`config.mk`:
```
export PLATFORM = sky130hd
export DESIGN_NAME = dut
export DESIGN_NICKNAME = d
export VERILOG_FILES = /design/src/rtl/dut.sv
export SDC_FILE = /design/constraint.sdc
export NUM_CORES = 1
export LEC_CHECK = 0
export CAP_MARGIN = 20
export CELL_PAD_IN_SITES_DETAIL_PLACEMENT = 0
export CELL_PAD_IN_SITES_GLOBAL_PLACEMENT = 1
export CORE_UTILIZATION = 34
export DETAILED_ROUTE_END_ITERATION = 12
export MAX_ROUTING_LAYER = met4
export PLACE_DENSITY_LB_ADDON = 0.1
export SYNTH_ARGS = -nofsm -noshare
export SYNTH_HDL_FRONTEND = slang
export SYNTH_SLANG_ARGS = --single-unit
export TNS_END_PERCENT = 20
```
`constraint.sdc`:
```
create_clock -name CLK -period 2 [get_ports CLK]
set_clock_uncertainty 0.05 [all_clocks]
set_input_delay 0.5 -clock CLK [delete_from_list [all_inputs] [get_ports CLK]]
set_output_delay 0.5 -clock CLK [all_outputs]
set_load 0.03 [all_outputs]
```
`src/rtl/dut.sv`:
```
// Register-mapped 1-bit OR accelerator: two input FIFOs feed Y = A | B into an
// output FIFO, with status/data registers on separate write and read ports.

module dut_fifo #(
  parameter int DEPTH = 2
) (
  input  logic clk,
  input  logic rst_n,
  input  logic push,
  input  logic pop,
  input  logic din,
  output logic head,
  output logic full,
  output logic empty
);

  localparam int PW = (DEPTH > 1) ? $clog2(DEPTH) : 1;
  localparam int CW = $clog2(DEPTH + 1);
  localparam logic [PW-1:0] LAST_PTR = PW'(DEPTH - 1);
  localparam logic [CW-1:0] FULL_CNT = CW'(DEPTH);

  logic          mem [DEPTH];
  logic [PW-1:0] wptr;
  logic [PW-1:0] rptr;
  logic [CW-1:0] count;
  logic          do_push;
  logic          do_pop;

  // Full/empty come from start-of-cycle occupancy, so a full FIFO rejects a
  // push even while it is being popped in the same cycle.
  assign full    = (count == FULL_CNT);
  assign empty   = (count == '0);
  assign do_push = push && !full;
  assign do_pop  = pop && !empty;
  assign head    = mem[rptr];

  always_ff @(posedge clk) begin
    if (!rst_n) begin
      wptr  <= '0;
      rptr  <= '0;
      count <= '0;
    end else begin
      if (do_push) wptr <= (wptr == LAST_PTR) ? '0 : wptr + PW'(1);
      if (do_pop)  rptr <= (rptr == LAST_PTR) ? '0 : rptr + PW'(1);
      case ({do_push, do_pop})
        2'b10:   count <= count + CW'(1);
        2'b01:   count <= count - CW'(1);
        default: count <= count;
      endcase
    end
  end

  always_ff @(posedge clk) begin
    if (do_push) mem[wptr] <= din;
  end

endmodule

module dut #(
  parameter int A_DEPTH = 2,
  parameter int B_DEPTH = 2,
  parameter int Y_DEPTH = 1
) (
  input  logic       CLK,
  input  logic       RST_N,
  input  logic [2:0] write_address,
  input  logic       write_data,
  input  logic       write_en,
  output logic       write_rdy,
  input  logic [2:0] read_address,
  input  logic       read_en,
  output logic       read_data,
  output logic       read_rdy
);

  logic a_head, a_full, a_empty;
  logic b_head, b_full, b_empty;
  logic y_head, y_full, y_empty;
  logic fire;

  // No bypass into Y: the rule needs room in Y at the start of the cycle, so a
  // same-cycle Y pop does not make room until the following edge.
  assign fire = !a_empty && !b_empty && !y_full;

  dut_fifo #(.DEPTH(A_DEPTH)) u_fifo_a (
    .clk   (CLK),
    .rst_n (RST_N),
    .push  (write_en && (write_address == 3'd4)),
    .pop   (fire),
    .din   (write_data),
    .head  (a_head),
    .full  (a_full),
    .empty (a_empty)
  );

  dut_fifo #(.DEPTH(B_DEPTH)) u_fifo_b (
    .clk   (CLK),
    .rst_n (RST_N),
    .push  (write_en && (write_address == 3'd5)),
    .pop   (fire),
    .din   (write_data),
    .head  (b_head),
    .full  (b_full),
    .empty (b_empty)
  );

  dut_fifo #(.DEPTH(Y_DEPTH)) u_fifo_y (
    .clk   (CLK),
    .rst_n (RST_N),
    .push  (fire),
    .pop   (read_en && (read_address == 3'd3)),
    .din   (a_head | b_head),
    .head  (y_head),
    .full  (y_full),
    .empty (y_empty)
  );

  assign write_rdy = 1'b1;
  assign read_rdy  = 1'b1;

  always_comb begin
    read_data = 1'b0;
    case (read_address)
      3'd0:    read_data = !a_full;
      3'd1:    read_data = !b_full;
      3'd2:    read_data = !y_empty;
      3'd3:    read_data = y_empty ? 1'b0 : y_head;
      default: read_data = 1'b0;
    endcase
  end

endmodule

```
==> impl_metrics.env <==
export IMPL_status="finished, final reports clean"
export IMPL_die_h_um=49.2
export IMPL_hold_buffers=0
export IMPL_drv_slew=0
export IMPL_switchingPower_mw=0.135
export IMPL_clock_sinks=16
export IMPL_start_util_pct=37.4
export IMPL_clk_latency_ns=0.28
export IMPL_grt_usage_pct=13.7
export IMPL_r2r_cells=6
export IMPL_grt_pass1_wl_mm=2.44
export IMPL_io_buffer_count=11
export IMPL_leakagePower_nw=0.420
export IMPL_numCtsBuffers=3
export IMPL_fin_total_pwr_mw=0.619
export IMPL_dr_pass1_iters=3
export IMPL_min_period_over_period_pct=95.9
export IMPL_cts_buffer_depth=2
export IMPL_p_seq_share_pct=55.6
export IMPL_hold_ws_ns=0.426
export IMPL_die_w_um=49.2
export IMPL_cts_tree="built"
export IMPL_grt_ovfl_total=0
export IMPL_drv_cap=0
export IMPL_setup_violations=0
export IMPL_synth_ff_latch_count=16
export IMPL_ys_seq_area_share_pct=48.9
export IMPL_gp_congestion=0.683
export IMPL_post_cts_repair_setup_buffers=0
export IMPL_critPathKind="in -> out"
export IMPL_finish_utilization_pct=49.5
export IMPL_finalWirelength_mm=1.39
export IMPL_internal_power_mw=0.484
export IMPL_min_path_type="reg -> reg"
export IMPL_grt_max_degree=14
export IMPL_drt_iter0_markers=5
export IMPL_ioPinCount=14
export IMPL_power_density_nw_per_um2=618
export IMPL_final_antenna_net_count=0
export IMPL_first_global_vias=543
export IMPL_antenna_found_initial=0
export IMPL_endpoint_kind="output port"
export IMPL_power_frac_comb_pct=10.2
export IMPL_nNetsFinal=108
export IMPL_core_region_area_um2=2020
export IMPL_avgViaCountPerCell=4.72
export IMPL_sw_frac_of_total_pct=21.7
export IMPL_clk_pin_slew_ns=0.09
export IMPL_fin_crit_ns=1.92
export IMPL_drive_above_1_share_pct=20.2
export IMPL_clockRootBuffer="clkbuf_4"
export IMPL_critPathMaxFanout=3
export IMPL_avgSynthCellArea_um2=10.1
export IMPL_ys_warn_count=0
export IMPL_cp_start_kind="input port"
export IMPL_crit_required_ns=1.45
export IMPL_routedWlPerCell_um=11.5
export IMPL_synth_area_um2=757
export IMPL_syn2layout_area_growth_pct=32.2
export IMPL_num_vias=571
export IMPL_rsz0062_at_grt="false"
export IMPL_dieArea_um2=2420
export IMPL_fillers=194
export IMPL_synth_cell_types=28
export IMPL_cp_arrival_ns=1.37
export IMPL_row_count=16
export IMPL_hold_viol=0
export IMPL_fin_setup_tns_ns=0
export IMPL_syn_inst=75
export IMPL_whs_path_depth=2
export IMPL_n_antenna_cell=0
export IMPL_drc=0
export IMPL_clkPwrFrac_pct=34.2
export IMPL_hpwl_um=995
export IMPL_htreeDepth=1
export IMPL_fmax_mhz=522
export IMPL_peakVddDrop_mv=0.379
-- area by class of cell --
type                    instances  area (um^2)  share of cell area, %
multi-input cells              52          374                   37.4
flip-flops and latches         16          374                   37.4
well taps                      27         33.8                   3.38
clock buffers                   4         36.3                   3.62
repair buffers                 18          168                   16.8
inverters                       4         15.0                   1.50
-- synthesized netlist by cell type --
library cell / count / area (um^2)
nand2b_1: 2 / 12.5
and2_1: 2 / 12.5
o211ai_1: 1 / 7.51
clkbuf_1: 1 / 3.75
nor3b_1: 1 / 7.51
edfxtp_1: 5 / 150
a21oi_1: 1 / 5.00
o31a_1: 1 / 8.76
o21ai_0: 2 / 10.0
o21a_1: 1 / 7.51
mux2i_1: 8 / 80.1
buf_2: 1 / 5.00
xnor2_1: 4 / 35.0
inv_1: 4 / 15.0
nor2b_1: 1 / 6.26
or3b_1: 1 / 8.76
nor2_1: 6 / 22.5
ha_1: 2 / 25.0
nand3b_1: 1 / 7.51
nand2_1: 8 / 30.0
conb_1: 1 / 3.75
or3_1: 2 / 12.5
nor2_2: 1 / 6.26
dfxtp_1: 11 / 220
a211o_1: 2 / 17.5
a21boi_0: 2 / 15.0
buf_4: 2 / 15.0
o22ai_1: 1 / 6.26
-- worst paths after layout --
check | start | end | slack [ns]
setup / recovery | read_address[0] | read_data | 0.08
hold / removal | u_fifo_b.wptr$_SDFFE_PN0P_ | u_fifo_b.wptr$_SDFFE_PN0P_ | 0.43
setup reg to reg | u_fifo_b.count[1]$_SDFFE_PN0P_ | u_fifo_b.count[1]$_SDFFE_PN0P_ | 0.18
hold reg to reg | u_fifo_b.wptr$_SDFFE_PN0P_ | u_fifo_b.wptr$_SDFFE_PN0P_ | 0.43
-- critical path, stage by stage --
cell and delay (ns):
dlygate4sd2_1 0.23, nor3b_1 0.06, a211o_1 0.27, a21oi_1 0.13, buf_4 0.18
-- per-stage QoR --
stage               instance area [um^2]  setup slack [ns]  instances
floorplan                            773            0.0395         76
global placement                     943            -0.319        117
detailed placement                   943            -0.381        117
CTS                                  980           -0.0223        121
global route                        1000            0.0121        121
finish                              1000            0.0829        121
-- per-layer routing --
metal  wire (um)  vias up  share of wire, %  GRT usage (%)
li1            -      291                 -              -
met1         653      267                47           16.2
met2         680       11                49           22.1
met3          49        2               3.5           4.05
met4           6        0              0.43           4.41
met5           0        -                 0              -
-- repair_timing --
action / in CTS / in global routing
pin swaps: 1 / 6
gates resized for setup: 4 / 8
setup endpoints to repair: 2 / 3
-- power groups by stage --
stage          registers [mW]  logic, mW  clock network (mW)
2_1_floorplan           0.350     0.0334                   0
3_3_place_gp            0.351     0.0633                   0
3_5_place_dp            0.351     0.0637                   0
4_1_cts                 0.344     0.0636               0.218
5_1_grt                 0.345     0.0694               0.231
6_report                0.344     0.0629               0.212
-- cells by family (layout without fill, tap and decap cells) --
logic type | Yosys count | count (layout) | share of synthesized area (%)
flip-flops | 16 | 16 | 48.9
buffers and inverters | 8 | 26 | 5.12
AO/OA/AOI/OAI | 11 | 11 | 10.2
other | 1 | 2 | 0.495
adder cells (fa/ha/maj) | 2 | 2 | 3.31
XOR/XNOR | 4 | 4 | 4.63
AND/OR/NAND/NOR | 25 | 25 | 16.7
multiplexers | 8 | 8 | 10.6
-- cells in the final DEF, fill, tap and decap left out, types with 2 or more instances in the layout --
cell type / instances
a211o_1: 2
and2_1: 2
buf_4: 8
clkbuf_4: 3
clkdlybuf4s50_1: 4
conb_1: 2
dfxtp_1: 8
dfxtp_2: 3
dlygate4sd2_1: 2
dlymetal6s2s_1: 4
edfxtp_1: 5
inv_1: 4
mux2i_1: 8
nand2_1: 8
nand2b_1: 2
nor2_1: 6
o21ai_0: 2
or3_1: 2
xnor2_1: 3
No activity file was read; power rests on OpenSTA's default activity.
==> patch 1: new RTL, config.mk and constraints unchanged <==
`B_DEPTH`: 2 -> 1.
--- a/src/rtl/dut.sv
+++ b/src/rtl/dut.sv
@@ -58,7 +58,7 @@
 
 module dut #(
   parameter int A_DEPTH = 2,
-  parameter int B_DEPTH = 2,
+  parameter int B_DEPTH = 1,
   parameter int Y_DEPTH = 1
 ) (
   input  logic       CLK,
Check against the original RTL: not equivalent (Yosys sat finds a counterexample within 4 cycles, from zero or initial values and one cycle with RST_N low).
==> patch 1 against the unedited design <==
Sequential cell count down 5; combinational power down 26%; hold slack got worse by 0.0049 ns; total power decreased by 29%; worst setup slack lost 0.0058 ns; fmax shrank 0.30%; synthesized area decreased by 33%; cell area fell by 32%; wire length fell by 40%; critical endpoint is now u_fifo_a.count[1].
==> patch 1: results <==
export IMPL_status="complete, no violations"
export IMPL_routedLengthMet1_um=398
export IMPL_final_cells=83
export IMPL_drive_gt1_share_pct=14.71
export IMPL_arrival_ns=2.08
export IMPL_gr_usage_met3_pct=4.891
export IMPL_swShare_pct=22.76
export IMPL_async_flop_share_pct=0
export IMPL_grt_usage_pct=13.00
export IMPL_crit_family="simple AND/OR/NAND/NOR gates"
export IMPL_max_stage_delay_ns=0.43
export IMPL_irDropWorstVdd_v=0.0003260
export IMPL_hp_start="u_fifo_y.full"
export IMPL_synth_mux_area_share_pct=1.961
export IMPL_nets=81
export IMPL_r2r_start="u_fifo_a.count[0]"
export IMPL_synth_compound_area_share_pct=12.50
export IMPL_dp_cells=79
export IMPL_cp_max_fo=2
export IMPL_path_class="primary input to flip-flop"
export IMPL_firstDrtPassIters=4
export IMPL_synth_area_leaders="dfxtp_1 (27%), edfxtp_1 (24%), a21oi_1 (5.9%)"
export IMPL_routabilityCongestion=0.6358
export IMPL_grt_max_degree=7
export IMPL_cts_resized=7
export IMPL_r2r_cells=6
export IMPL_cp_slowest_cell="or3b_4"
export IMPL_drt_initial_drc_count=9
export IMPL_portBuffers=11
export IMPL_p_leak_uw=0.0002794
export IMPL_grtUsageMet2_pct=17.86
export IMPL_use_met1_pct=14.09
export IMPL_dpl_hpwl_um=662.4
export IMPL_grt_pass1_vias=315
export IMPL_synthTopCellsByCount="dfxtp_1 (7), a21oi_1 (6), edfxtp_1 (4), inv_1 (4), nor2_1 (4)"
export IMPL_placed_area_um2=648.1
export IMPL_layout_setup_ws_ns=0.07706
export IMPL_top_regs="u_fifo_a.count: 2 flops, u_fifo_a.mem: 2 flops"
export IMPL_synth_xor_area_share_pct=3.431
export IMPL_antenna_found_initial=0
export IMPL_crit_start="write_address[1]"
export IMPL_synth_edff_count=4
export IMPL_rr_endpoint="u_fifo_a.count[1]"
export IMPL_synth_fa_ha_area_share_pct=2.451
export IMPL_clkTransAtPathRegs_ns=0.07
export IMPL_yosysSeqAreaShare_pct=50.98
export IMPL_vias=404
export IMPL_routed_wl_met3_um=71
export IMPL_wl_per_cell_um=10.12
export IMPL_top_layer_used="met4"
export IMPL_synth_cells=53
export IMPL_grt_pass1_wl_um=1248
export IMPL_route_met2_wl_um=345
export IMPL_pre_cts_slack_ns=-0.3471
export IMPL_ff2ff_setup_slack_ns=0.15
export IMPL_htree_levels=1
export IMPL_ys_types=25
## patch 1: how the worst min path moves through the flow
stage	to	slack [ns]	cells past startpoint
finish	u_fifo_y.full	0.42	2
global route	u_fifo_y.full	0.44	2
CTS	u_fifo_y.full	0.42	2
detailed placement	u_fifo_y.full	0.42	2
global placement	u_fifo_y.full	0.41	2
floorplan	u_fifo_y.full	0.39	2
## patch 1: final cells by class
| type | count | area, µm² |
|---|---|---|
| Clock buffer | 4 | 26.28 |
| Fill cell | 133 | 671.9 |
| Inverter | 4 | 15.01 |
| Multi-Input combinational cell | 36 | 241.5 |
| Sequential cell | 11 | 260.3 |
| Tap cell | 15 | 18.77 |
| Timing Repair Buffer | 13 | 116.4 |
## patch 1: power by group through the flow
stage / combinational, µW / sequential [µW] / clock (µW)
floorplan: 24.8 / 242 / 0
global placement: 49.0 / 243 / 0
detailed placement: 48.9 / 243 / 0
CTS: 46.9 / 238 / 154
global route: 50.9 / 238 / 167
finish: 46.7 / 238 / 152
==> patch 2: new RTL, config.mk and constraints unchanged <==
Without the edit above. Make the reset (`rst_n`) asynchronous in one clocked block.
--- a/src/rtl/dut.sv
+++ b/src/rtl/dut.sv
@@ -34,7 +34,7 @@
   assign do_pop  = pop && !empty;
   assign head    = mem[rptr];
 
-  always_ff @(posedge clk) begin
+  always_ff @(posedge clk or negedge rst_n) begin
     if (!rst_n) begin
       wptr  <= '0;
       rptr  <= '0;
Behaviour: differs if RST_N is asserted again (counterexample within 4 cycles, from zero or initial values and one cycle with RST_N low); with RST_N held inactive, the same outputs for 10 cycles.
==> patch 2 against the unedited design <==
Via count shrank 24%; wire length fell by 24%; cell area shrank 8.0%; synthesized area fell by 4.5%; cell count shrank 16%; sequential cell count decreased by 2; utilization fell by 3.0 points; hold slack improved by 0.016 ns; worst setup slack better by 0.011 ns; count of clock-buffer cells in the layout is 1 lower.
Power is not compared: it rests on default switching activity, and its combinational part moved more than twofold at a synthesized area within 25%.
==> patch 2: results <==
export IMPL_grt_usage_pct=12.48
export IMPL_crit_family="flip-flops"
export IMPL_rr_endpoint="u_fifo_b.count[1]"
export IMPL_ff2ff_setup_slack_ns=0.39
export IMPL_yosysSeqAreaShare_pct=51.90
export IMPL_async_flop_share_pct=64.29
export IMPL_dpl_hpwl_um=851.2
export IMPL_ys_types=23
export IMPL_grt_max_degree=10
export IMPL_cp_max_fo=4
export IMPL_hp_start="u_fifo_a.rptr"
export IMPL_synthTopCellsByCount="dfrtp_1 (9), nor2_1 (8), edfxtp_1 (5), xnor2_1 (5), xor2_1 (4)"
export IMPL_arrival_ns=1.36
export IMPL_max_stage_delay_ns=0.43
export IMPL_portBuffers=11
export IMPL_grt_pass1_wl_um=1766
export IMPL_synth_area_leaders="dfrtp_1 (31%), edfxtp_1 (21%), xnor2_1 (6.1%)"
export IMPL_swShare_pct=34.43
export IMPL_cts_made_buffers=3
export IMPL_p_leak_uw=0.0003972
export IMPL_r2r_cells=6
export IMPL_nets=89
export IMPL_hold_path_class="flip-flop to flip-flop"
export IMPL_antennaDiodeCount=0
export IMPL_htree_levels=1
export IMPL_hold_depth=1
export IMPL_pre_cts_slack_ns=-0.06758
export IMPL_clkTransAtPathRegs_ns=0.08
export IMPL_synth_edff_count=5
export IMPL_drt_initial_drc_count=3
export IMPL_firstDrtPassIters=3
export IMPL_hold_slack_ns=0.4422
export IMPL_irDropWorstVdd_v=0.0006766
export IMPL_hold_path_end="u_fifo_a.rptr"
export IMPL_routabilityCongestion=0.6387
export IMPL_cts_root_buf="clkbuf_4"
export IMPL_antenna_found_initial=0
export IMPL_viasPerCell=4.275
export IMPL_synth_ff_type="dfrtp_1"
export IMPL_r2r_start="u_fifo_a.count[0]"
export IMPL_clockBufferDepth=2
export IMPL_ys_warnings_count=0
export IMPL_wl_per_cell_um=10.37
export IMPL_area_growth_pct=27.34
export IMPL_cp_slowest_cell="dfrtp_2"
export IMPL_grt_pass1_vias=393
export IMPL_placed_area_um2=868.3
export IMPL_drive_gt1_share_pct=26.67
export IMPL_status="complete, no violations"
export IMPL_clk_latency_ns=0.27
[patch 2: cell families after synthesis]
group                    after synthesis  share of synthesized area, %
AND/OR/NAND/NOR                       17                         17.99
flip-flops                            14                         51.90
XOR/XNOR                              10                         13.15
buffers and inverters                  5                         3.632
AO/OA/AOI/OAI                          4                         5.189
multiplexers                           3                         4.152
adder cells (fa/ha/maj)                2                         3.460
other                                  1                        0.5185
[patch 2: how the worst max path moves through the flow]
stage,start,to,slack [ns],cells past startpoint
final,u_fifo_b.count[0],read_data,0.09,4
after global routing,u_fifo_b.count[0],read_data,0.002,4
after CTS,read_address[1],read_data,0.005,5
after detailed placement,read_address[0],read_data,-0.07,4
after global placement,read_address[0],read_data,-0.06,4
after floorplan,u_fifo_b.count[0],read_data,0.30,3
[patch 2: repair_timing]
item                                    4_1_cts  5_1_grt
endpoints found under the setup margin        1        1
hold endpoints to repair                      0        0
buffers inserted                              0        3
resized for setup                             2        3
[patch 2: metal layers]
metal | GRT usage, % | wire (µm)
met2 | 17.30 | 474
met3 | 3.333 | 42
met5 | - | 0
met4 | 8.333 | 12
met1 | 15.81 | 528
[patch 2: worst register-to-register path, cell delays in order, from the launching register on]
cell	delay (ns)
dfrtp_2	0.40
buf_4	0.15
o22ai_2	0.25
nor2_1	0.08
ha_1	0.33
nor2_1	0.14
xor2_1	0.15
[patch 2: layout make-up]
type / instances / area (µm²)
Fill cell: 181 / 1061
Sequential cell: 14 / 377.9
Multi-Input combinational cell: 38 / 325.3
Timing Repair Buffer: 16 / 146.4
Tap cell: 27 / 33.78
Clock buffer: 3 / 22.52
Inverter: 3 / 11.26
Clock inverter: 1 / 3.754
[patch 2: metrics by stage]
stage               util (%)  cells
CTS                    45.08     99
global placement       43.81     95
floorplan                  -     57
finish                 46.46    102
detailed placement     43.81     95
global route           46.46    102
[patch 2: power groups by stage]
stage	combinational, µW	sequential (µW)	clock, µW
2_1_floorplan	335	508	0
3_3_place_gp	405	528	0
3_5_place_dp	411	529	0
4_1_cts	414	522	170
5_1_grt	528	527	182
6_report	465	508	156
